===== src/rtl/mem_write_buffer.sv =====
// Posted-store FIFO between the core's data-memory write port and memory.
// Loads that hit a queued store get the youngest matching data forwarded combinationally.
module mem_write_buffer #(
    parameter int DEPTH = 4,
    parameter int AW    = 32,
    parameter int DW    = 32
) (
    input  logic                     clk,
    input  logic                     reset,
    input  logic                     cpu_memwrite,
    input  logic [AW-1:0]            cpu_adr,
    input  logic [DW-1:0]            cpu_writedata,
    input  logic                     cpu_memread,
    output logic                     cpu_stall,
    output logic                     fwd_hit,
    output logic [DW-1:0]            fwd_data,
    output logic                     mem_we,
    output logic [AW-1:0]            mem_adr,
    output logic [DW-1:0]            mem_wdata,
    input  logic                     mem_ready,
    output logic                     empty,
    output logic                     full,
    output logic [$clog2(DEPTH):0]   count
);
    localparam int PW = $clog2(DEPTH);
    localparam int CW = PW + 1;

    logic [PW-1:0] head_q, head_d;
    logic [PW-1:0] tail_q, tail_d;
    logic [CW-1:0] count_q, count_d;
    logic [AW-1:0] adr_q  [DEPTH];
    logic [DW-1:0] data_q [DEPTH];
    logic          push, pop;
    logic [PW-1:0] idx;

    assign empty     = (count_q == '0);
    assign full      = (count_q == CW'(DEPTH));
    assign count     = count_q;
    assign mem_we    = ~empty;
    assign mem_adr   = adr_q[head_q];
    assign mem_wdata = data_q[head_q];
    // Stall depends only on registered fullness, never on mem_ready.
    assign cpu_stall = cpu_memwrite & full;
    assign push      = cpu_memwrite & ~full;
    assign pop       = mem_we & mem_ready;

    always_comb begin
        head_d  = head_q;
        tail_d  = tail_q;
        count_d = count_q;
        if (push) tail_d = tail_q + PW'(1);
        if (pop)  head_d = head_q + PW'(1);
        if (push && !pop)
            count_d = count_q + CW'(1);
        else if (pop && !push)
            count_d = count_q - CW'(1);
    end

    always_ff @(posedge clk or posedge reset) begin
        if (reset) begin
            head_q  <= '0;
            tail_q  <= '0;
            count_q <= '0;
        end else begin
            head_q  <= head_d;
            tail_q  <= tail_d;
            count_q <= count_d;
        end
    end

    // Entry payload is deliberately left out of reset; validity comes from count.
    always_ff @(posedge clk) begin
        if (push) begin
            adr_q[tail_q]  <= cpu_adr;
            data_q[tail_q] <= cpu_writedata;
        end
    end

    // Walk oldest to youngest so the last match wins.
    always_comb begin
        fwd_hit  = 1'b0;
        fwd_data = '0;
        idx      = '0;
        for (int i = 0; i < DEPTH; i++) begin
            idx = head_q + PW'(i);
            if (cpu_memread && (CW'(i) < count_q) && (adr_q[idx] == cpu_adr)) begin
                fwd_hit  = 1'b1;
                fwd_data = data_q[idx];
            end
        end
    end
endmodule


===== config.mk =====
export PLATFORM = sky130hd
export DESIGN_NAME = mem_write_buffer
export DESIGN_NICKNAME = d
export VERILOG_FILES = /design/src/rtl/mem_write_buffer.sv
export SDC_FILE = /design/constraint.sdc
export NUM_CORES = 1
export LEC_CHECK = 0
export BUFFER_PORTS_ARGS = -buffer_cell sky130_fd_sc_hd__buf_2
export CAP_MARGIN = 20
export CORE_MARGIN = 2
export CORE_UTILIZATION = 45
export CTS_BUF_LIST = sky130_fd_sc_hd__clkbuf_16
export DETAILED_ROUTE_END_ITERATION = 8
export MAX_ROUTING_LAYER = met4
export PLACE_DENSITY = 0.66
export SETUP_SLACK_MARGIN = 0.2
export SLEW_MARGIN = 20
export SYNTH_ARGS = -nofsm -noshare
export SYNTH_HDL_FRONTEND = slang
export SYNTH_SLANG_ARGS = --single-unit

===== constraint.sdc =====
create_clock -name clk -period 4.7 [get_ports clk]
set_input_delay 0.47 -clock clk [delete_from_list [all_inputs] [get_ports clk]]
set_output_delay 0.47 -clock clk [all_outputs]
set_load 0.01 [all_outputs]

---- Word level (Yosys, flattened, before mapping) ----
Memory sizes are Yosys's and may differ from the RTL's.
Index checks and enable logic that the tools add are counted.
operators by class
  $add $sub $neg .......................... 6
  multiply operators ...................... 0
  divide/modulo/power cells ............... 0
  order comparisons ....................... 4
  equality and inequality tests ........... 5
  shift-type cells ........................ 0
  mux-type cells .......................... 12
  bitwise gates (word level) .............. 5
  reduce and logical (&&, ||, !) cells .... 14
operators with widths
  operator               count
  $eq A32 B32 Y1         4
  $mux W32               4
  $logic_and A1 B1 Y1    10
  $lt A1 B3 Y1 const A   2
  $lt A2 B3 Y1 const A   2
  $mux W1                6
  $mux W3                2
  $add A2 B1 Y2 const B  2
  $add A2 B2 Y2 const B  2
  $add A3 B1 Y3 const B  1
  $and A1 B1 Y1          3
  $eq A3 B3 Y1 const B   1
  $logic_not A3 Y1       1
  $sub A3 B1 Y3 const B  1
  $logic_not A1 Y1       2
  $not A1 Y1             2
  $reduce_bool A2 Y1     1
word-level totals
  bits in registers ....................... 7
  bits in latches ......................... 0
  memory bits (writable) .................. 256
  ROM bits ................................ 0
  input port bits ......................... 69
  output and inout port bits .............. 104
  memories kept ........................... 2
memories
  name    words  width  read ports  clocked after Yosys merged registers in  wr ports  line  RTL
  adr_q   4      32     4           0                                        1         31    logic [AW-1:0] adr_q [DEPTH];
  data_q  4      32     4           0                                        1         32    logic [DW-1:0] data_q [DEPTH];

---- Longest topological paths before layout ----
Gate-level depths: netlist of run 1.
  depth after elaboration ................. 7
  mapped depth ............................ 15
  gate-level depth less buffers ........... 10

---- Worst setup path after synthesis of run 1 ----
Ideal clock, no wire load.
  kind .................................... register to output
  start point ............................. register head_q[1]
  end point ............................... output port fwd_data[6]
  arrival time ............................ 3.147 ns
  slack ................................... 1.083 ns
  stages on the path, launching flop included .. 15
  cells stage by stage .................... dfrtp_1 buf_6 buf_8 buf_6 buf_6 buf_8 mux2i_2 nor3_2 a2111oi_4 o2111ai_2 nor4_4 nand2_2 buf_6 a211o_1 a32oi_1
on the way
  cells in the longest elaborated chain, start to end .. 7
RTL lines
  element                                                       line  RTL
  from (decl)                                                   28    logic [PW-1:0] head_q, head_d;
  from (signal assigned)                                        61    head_q <= '0;
  from (signal assigned)                                        65    head_q <= head_d;
  $add A2 B1 Y2 / $mem_v2 Z4 W32 (equally long branches)        n/a
  $mem_v2 Z4 W32 / $eq A32 B32 Y1 (equally long branches)       n/a
  $eq A32 B32 Y1 / $logic_and A1 B1 Y1 (equally long branches)  86    if (cpu_memread && (CW'(i) < count_q) && (adr_q[idx] == cpu_adr)) begin
  $logic_and A1 B1 Y1 / $mux W32 (equally long branches)        86
  $mux W32 (2 in a row)                                         86
  $mux W32 (*)                                                  86
  to (decl)                                                     16    output logic [DW-1:0] fwd_data,
Every way passes the cells marked *; elsewhere a longest branch is shown, timed or not.

---- Final worst setup path of run 1 ----
  start point ............................. register head_q[1]
  end point ............................... output port fwd_data[1]
The elaborated chain is that of the path after synthesis.

==> summary.md, run 1 <==
| Metric | Value |
|---|---|
| Placement Setup Slack | `0.437 ns` |
| Port Buffers | `172` |
| Worst-path clk slew | `0.06 ns` |
| # DRC | `0` |
| CTS tree | `done` |
| Slew at the pin closest to its max-slew limit | `1.08 ns` |
| Die height | `198 µm` |
| Sequential share of the synthesized area | `0.464` |
| Via count | `13,100` |
| Post-synthesis cell count | `1,363` |
| Final worst path period share | `0.995` |
| Pwr dens | `635 nW/µm²` |
| Yosys top cell by area | `edfxtp_1` |
| Io pins | `173` |
| Post-Layout Cell Count | `2,062` |
| Power Internal | `7.62 mW` |
| Die area | `39,200 µm²` |
| CTS Sinks | `263` |
| Post-synth top area share | `0.454` |
| Seq pwr share | `0.259` |
| Async SR Flop Fraction | `0.0266` |
| Min cycle time layout | `4.68 ns` |
| Final setup violation count | `0` |
| Slew Limit Fails | `0` |
| Initial antenna violation count | `4` |
| Final Hold Viols | `0` |
| Worst setup SP type | `flip-flop` |
| Highest-count cells in the layout ignoring fill and taps | `edfxtp_1, buf_2, mux2i_1, mux2_2, xnor2_1` |
| Clock Skew | `0.0632 ns` |
| GR peak layer | `met2` |
| Vias in the first global route | `12,800` |
| Final antenna-violating net count | `0` |
| Slowest-stage cell, CP | `o41ai_1` |
| Final wirelength | `54.1 mm` |
| Most common cell after layout, fill and taps aside | `edfxtp_1` |
| Routability cong. | `0.942` |
| Core area | `37,400 µm²` |
| Proportion of layout cells with a drive suffix above 1 | `0.352` |
| Worst Hold Class | `input pin to flip-flop` |
| First-pass GRT wire length | `79.5 mm` |
| Pleak | `7.40 nW` |
| Drt pass-1 iters | `6` |
| Root Driver | `clkbuf_16` |
| Peak VDD IR | `0.360 mV` |
| Crit path DAT | `4.21 ns` |
| Outcome | `complete, no violations` |
| Syn. warnings | `0` |
| Post-synth EDFFs | `256` |
| Sw Ratio | `0.416` |
| Std cell rows | `71` |
| Rel. slew slack | `0.283` |
| HPWL Detailed | `33.7 mm` |
| Logic pwr share | `0.567` |
| RSZ-0062 raised after global routing | `yes` |
| Cell Area, Synth | `16,900 µm²` |
| Ys flop type | `edfxtp_1` |
| CP most frequent cell | `buf_12` |
| Met3 usage | `0.0410` |
| Clk buf depth | `3` |
| Power share of the clock group | `0.174` |
| H-tree level count | `1` |
| Final Power | `13.1 mW` |
| CP max stage delay | `0.54 ns` |
| Initial core utilization | `0.453` |
| Synth Register Bits | `263` |
| Pin count of the biggest net entering global routing | `99` |
| Achievable Freq | `0.214 GHz` |
| Met2 usage | `0.447` |
| Iter 0 DRT Violations | `1,281` |
| Synth area leaders | `edfxtp_1, mux2i_1, mux2_2` |
| Syn Nets | `1,441` |
| Cells along the critical path | `buf_12 -> buf_12 -> mux2i_4 -> xor2_1 -> nand2_1 -> o41ai_1 -> nand4_1 -> or2_1 -> a21boi_4 -> clkbuf_16 -> a32oi_1 -> buf_2` |
| Crit-path max FO | `36` |
| P&R area growth vs syn | `21.4%` |
| Sw Pwr | `5.43 mW` |
| Setup CP Type | `flip-flop to output pin` |
| Average cell area after synthesis | `12.4 µm²` |
| Worst Path Required | `4.23 ns` |
| DR vias/cell | `6.35` |
| M1 GR Usage | `0.357` |
| Max-Cap Viols | `0` |
| Placed inst area | `18,200 µm²` |
| Final Cell Area | `20,500 µm²` |
| WL/cell | `26.3 µm` |
| Width of the die | `198 µm` |
| Gr ovfl total | `0` |
| Num CTS Buffers | `30` |
| Clk_lat worst skew | `0.61 ns` |
| PnR worst setup slack | `0.0230 ns` |
| CP endpoint kind | `output pin` |
| Number of library cell types mapped by synthesis | `73` |
| Nets | `1,604` |
| Cells after DPL | `1,962` |
| Tot GR Track Use | `0.275` |
==> repair_timing <==
item                       in CTS  in global routing
buffers inserted               21                  6
pin swaps                      19                 23
gates cloned                   10                  5
setup endpoints to repair      33                 32
resized for setup              83                 93
hold buffers                    1                  0
hold endpoints to repair        7                  0
==> worst max-delay path: cells and delay by family (launching register included) <==
family / cells / cell delay [ns]
AOI/OAI and AO/OA: 3 / 0.99
muxes: 1 / 0.35
DFF: 1 / 0.42
buffers and inverters: 4 / 0.79
xor gates and xnor gates: 1 / 0.18
and+or+nand+nor: 3 / 0.83
==> final cells by class <==
| class | count | area [µm²] |
|---|---|---|
| antenna | 4 | 10.0 |
| clock buffer | 30 | 751 |
| clock inverter | 23 | 195 |
| fill | 3088 | 16800 |
| inverter | 13 | 61.3 |
| multi-input combinational | 960 | 8980 |
| sequential | 263 | 7870 |
| tap | 511 | 639 |
| timing repair buffer | 258 | 2040 |
==> path summary, 6_finish.rpt <==
kind	depth (start not counted)	end	startpoint	slack (ns)
max	12	fwd_data[1]	head_q[1]	0.02
min	1	data_q[3][25]	cpu_writedata[25]	0.06
max reg2reg	6	adr_q[0][18]	count[0]	1.70
min reg2reg	2	tail_q[0]	tail_q[0]	0.63
max in group asynchronous	3	head_q[1]	reset	4.08
min in group asynchronous	3	tail_q[1]	reset	0.35
==> cells in the mapped netlist, drive strengths merged, types with 8 or more instances <==
cell     instances
o2111ai         27
edfxtp         256
nor4            11
clkbuf          75
a21oi           54
o22ai            9
mux2           102
xnor2           66
mux4            44
a32oi           31
nand4           13
a211oi           8
ha               9
nand3           37
o31a            60
inv             13
a211o           11
buf             54
o221ai          10
nor2            57
nand2           39
mux2i          179
o21ai           74
xor2            45
==> per-stage QoR <==
stage                     TNS, ns  hold slack [ns]  utilization
after floorplan                 0            0.273            -
after global placement          0            0.423        0.488
after detailed placement        0            0.428        0.488
after CTS                       0           0.0491        0.533
after global routing        -1.88           0.0639        0.549
final                           0           0.0624        0.549
==> power groups by stage <==
stage                     clock, mW  combinational (mW)  sequential, mW
after floorplan                   0                4.79            3.34
after global placement            0                6.45            3.42
after global routing           2.39                7.84            3.43
after CTS                      2.29                7.04            3.37
final                          2.27                7.40            3.38
after detailed placement          0                6.51            3.44
==> kinds of logic after synthesis <==
logic type | synth area share
muxes | 0.233
AOI/OAI and AO/OA | 0.140
DFF | 0.464
buffers and inverters | 0.0426
and+or+nand+nor | 0.0560
adders and majority gates | 0.00665
xor gates and xnor gates | 0.0574
==> state kept, by name (all words and copies together) (netlist names) <==
signal and count:
adr_q 128, count 3, data_q 128, head_q 2, tail_q 2
==> layer usage <==
metal,vias up,wire (µm)
li1,5736,-
met1,6620,22100
met2,643,26200
met3,103,4170
met4,0,1670
met5,-,0
Note: power is estimated with default switching activity, not from simulation.
==> run 2, diff against run 1 <==
--- a/config.mk
+++ b/config.mk
@@ -12,8 +12,8 @@
 export CTS_BUF_LIST = sky130_fd_sc_hd__clkbuf_16
 export DETAILED_ROUTE_END_ITERATION = 8
 export MAX_ROUTING_LAYER = met4
-export PLACE_DENSITY = 0.66
-export SETUP_SLACK_MARGIN = 0.2
+export PLACE_DENSITY = 0.65
+export SETUP_SLACK_MARGIN = 0.05
 export SLEW_MARGIN = 20
 export SYNTH_ARGS = -nofsm -noshare
 export SYNTH_HDL_FRONTEND = slang
==> summary.md, run 2 (synthesized netlist as in run 1, its figures left out) <==
| Metric | Value |
|---|---|
| Pleak | `7.18 nW` |
| Port Buffers | `172` |
| Setup CP Type | `flip-flop to output pin` |
| Met2 usage | `0.424` |
| Std cell rows | `71` |
| Pwr dens | `637 nW/µm²` |
| DR vias/cell | `6.20` |
| Worst setup SP type | `flip-flop` |
| Proportion of layout cells with a drive suffix above 1 | `0.319` |
| Clk_lat worst skew | `0.60 ns` |
| # DRC | `0` |
| Core area | `37,400 µm²` |
| Highest-count cells in the layout ignoring fill and taps | `edfxtp_1, buf_2, mux2i_1, mux2_2, o21ai_0` |
| Num CTS Buffers | `31` |
| Worst Hold Class | `input pin to flip-flop` |
| Crit-path max FO | `11` |
| Most common cell after layout, fill and taps aside | `edfxtp_1` |
| Crit path DAT | `4.17 ns` |
| Final setup violation count | `0` |
| WL/cell | `24.9 µm` |
| Final Power | `12.7 mW` |
| CP endpoint kind | `output pin` |
| Worst hold margin | `0.0932 ns` |
| Final Hold Viols | `0` |
| Slew Limit Fails | `0` |
| Initial core utilization | `0.453` |
| Tot GR Track Use | `0.264` |
| Drt pass-1 iters | `9` |
| Width of the die | `198 µm` |
| Max-Cap Viols | `0` |
| Initial antenna violation count | `3` |
| P&R area growth vs syn | `17.3%` |
| H-tree level count | `1` |
| Iter 0 DRT Violations | `1,000` |
| Cells after DPL | `1,972` |
| Die area | `39,200 µm²` |
| Root Driver | `clkbuf_16` |
| Met3 usage | `0.0383` |
| HPWL Detailed | `34.1 mm` |
| Worst Path Required | `4.23 ns` |
| M1 GR Usage | `0.349` |
| Achievable Freq | `0.216 GHz` |
| Setup_tns | `0 ns` |
| Final antenna-violating net count | `0` |
| Via count | `12,800` |
| Post-Layout Cell Count | `2,063` |
| Routability cong. | `1.02` |
| Clock Skew | `0.0191 ns` |
| Gr ovfl total | `0` |
| CTS Sinks | `263` |
| Slew at the pin closest to its max-slew limit | `1.06 ns` |
| Peak VDD IR | `0.309 mV` |
| First-pass GRT wire length | `76.6 mm` |
| Vias in the first global route | `12,400` |
| CTS tree | `done` |
| Area taken by multi-input logic gates | `8580 µm²` |
| Min cycle time layout | `4.64 ns` |
| Nets | `1,600` |
| Clk buf depth | `3` |
| RSZ-0062 raised after global routing | `yes` |
| Outcome | `complete, no violations` |
| Fill count | `3,172` |
| Final worst path period share | `0.987` |
| Worst-path clk slew | `0.06 ns` |
| GR peak layer | `met2` |
| Die height | `198 µm` |
| Final wirelength | `51.4 mm` |
| Io pins | `173` |
| Rel. slew slack | `0.294` |
| Register area | `7870 µm²` |
| Pin count of the biggest net entering global routing | `98` |
## run 2: cell type report
cell class	count	area share
Inverter	13	0.00309
Antenna cell	5	0.000630
Clock inverter	27	0.00863
Sequential cell	263	0.396
Multi-Input combinational cell	960	0.432
Tap cell	511	0.0322
Clock buffer	31	0.0390
Timing Repair Buffer	253	0.0885
## run 2: final timing paths
path                            endpoint  slack [ns]  cells after the start              start
max reg2reg                 adr_q[1][20]        1.84                      6           count[0]
max in group asynchronous      head_q[1]        4.07                      3              reset
max                          fwd_data[3]        0.06                     13          head_q[1]
min reg2reg                    tail_q[0]        0.64                      2          tail_q[0]
min                        data_q[1][16]        0.09                      1  cpu_writedata[16]
min in group asynchronous       count[2]        0.38                      3              reset
## run 2: worst max-delay path: stages, from the launching register on
cell and delay [ns]:
dfrtp_4 0.46, buf_4 0.21, buf_12 0.16, mux2i_1 0.21, xor2_1 0.37, nand2_1 0.12
o41ai_1 0.47, nand4_1 0.33, or2_4 0.34, a21boi_4 0.14, buf_12 0.15, buf_4 0.17
a32oi_1 0.22, buf_2 0.18
## run 2: power breakdown
group          switching [mW]  internal [mW]
sequential              0.268           3.11
combinational            3.98           3.04
clock                    1.01           1.26
## run 2: what timing repair did
item                                    in CTS  in global routing
endpoints found under the hold margin        7                  0
endpoints found under the setup margin      33                 32
hold buffers                                 1                  0
resized for setup                           18                 43
gates cloned                                 4                  2
pin swaps                                    4                  5
setup buffers                               13                  8
## run 2: routing by layer
metal	routed length, µm	share of wire
met3	3600	0.070
met2	24600	0.48
met5	0	0
met4	1660	0.032
met1	21600	0.42
## run 2: through the flow
stage	setup slack [ns]	cell area [µm²]	utilization
finish	0.0612	19900	0.531
global placement	0.268	18300	0.489
CTS	0.0455	19600	0.524
floorplan	1.08	16900	-
global route	0.0205	19900	0.531
detailed placement	0.249	18300	0.489
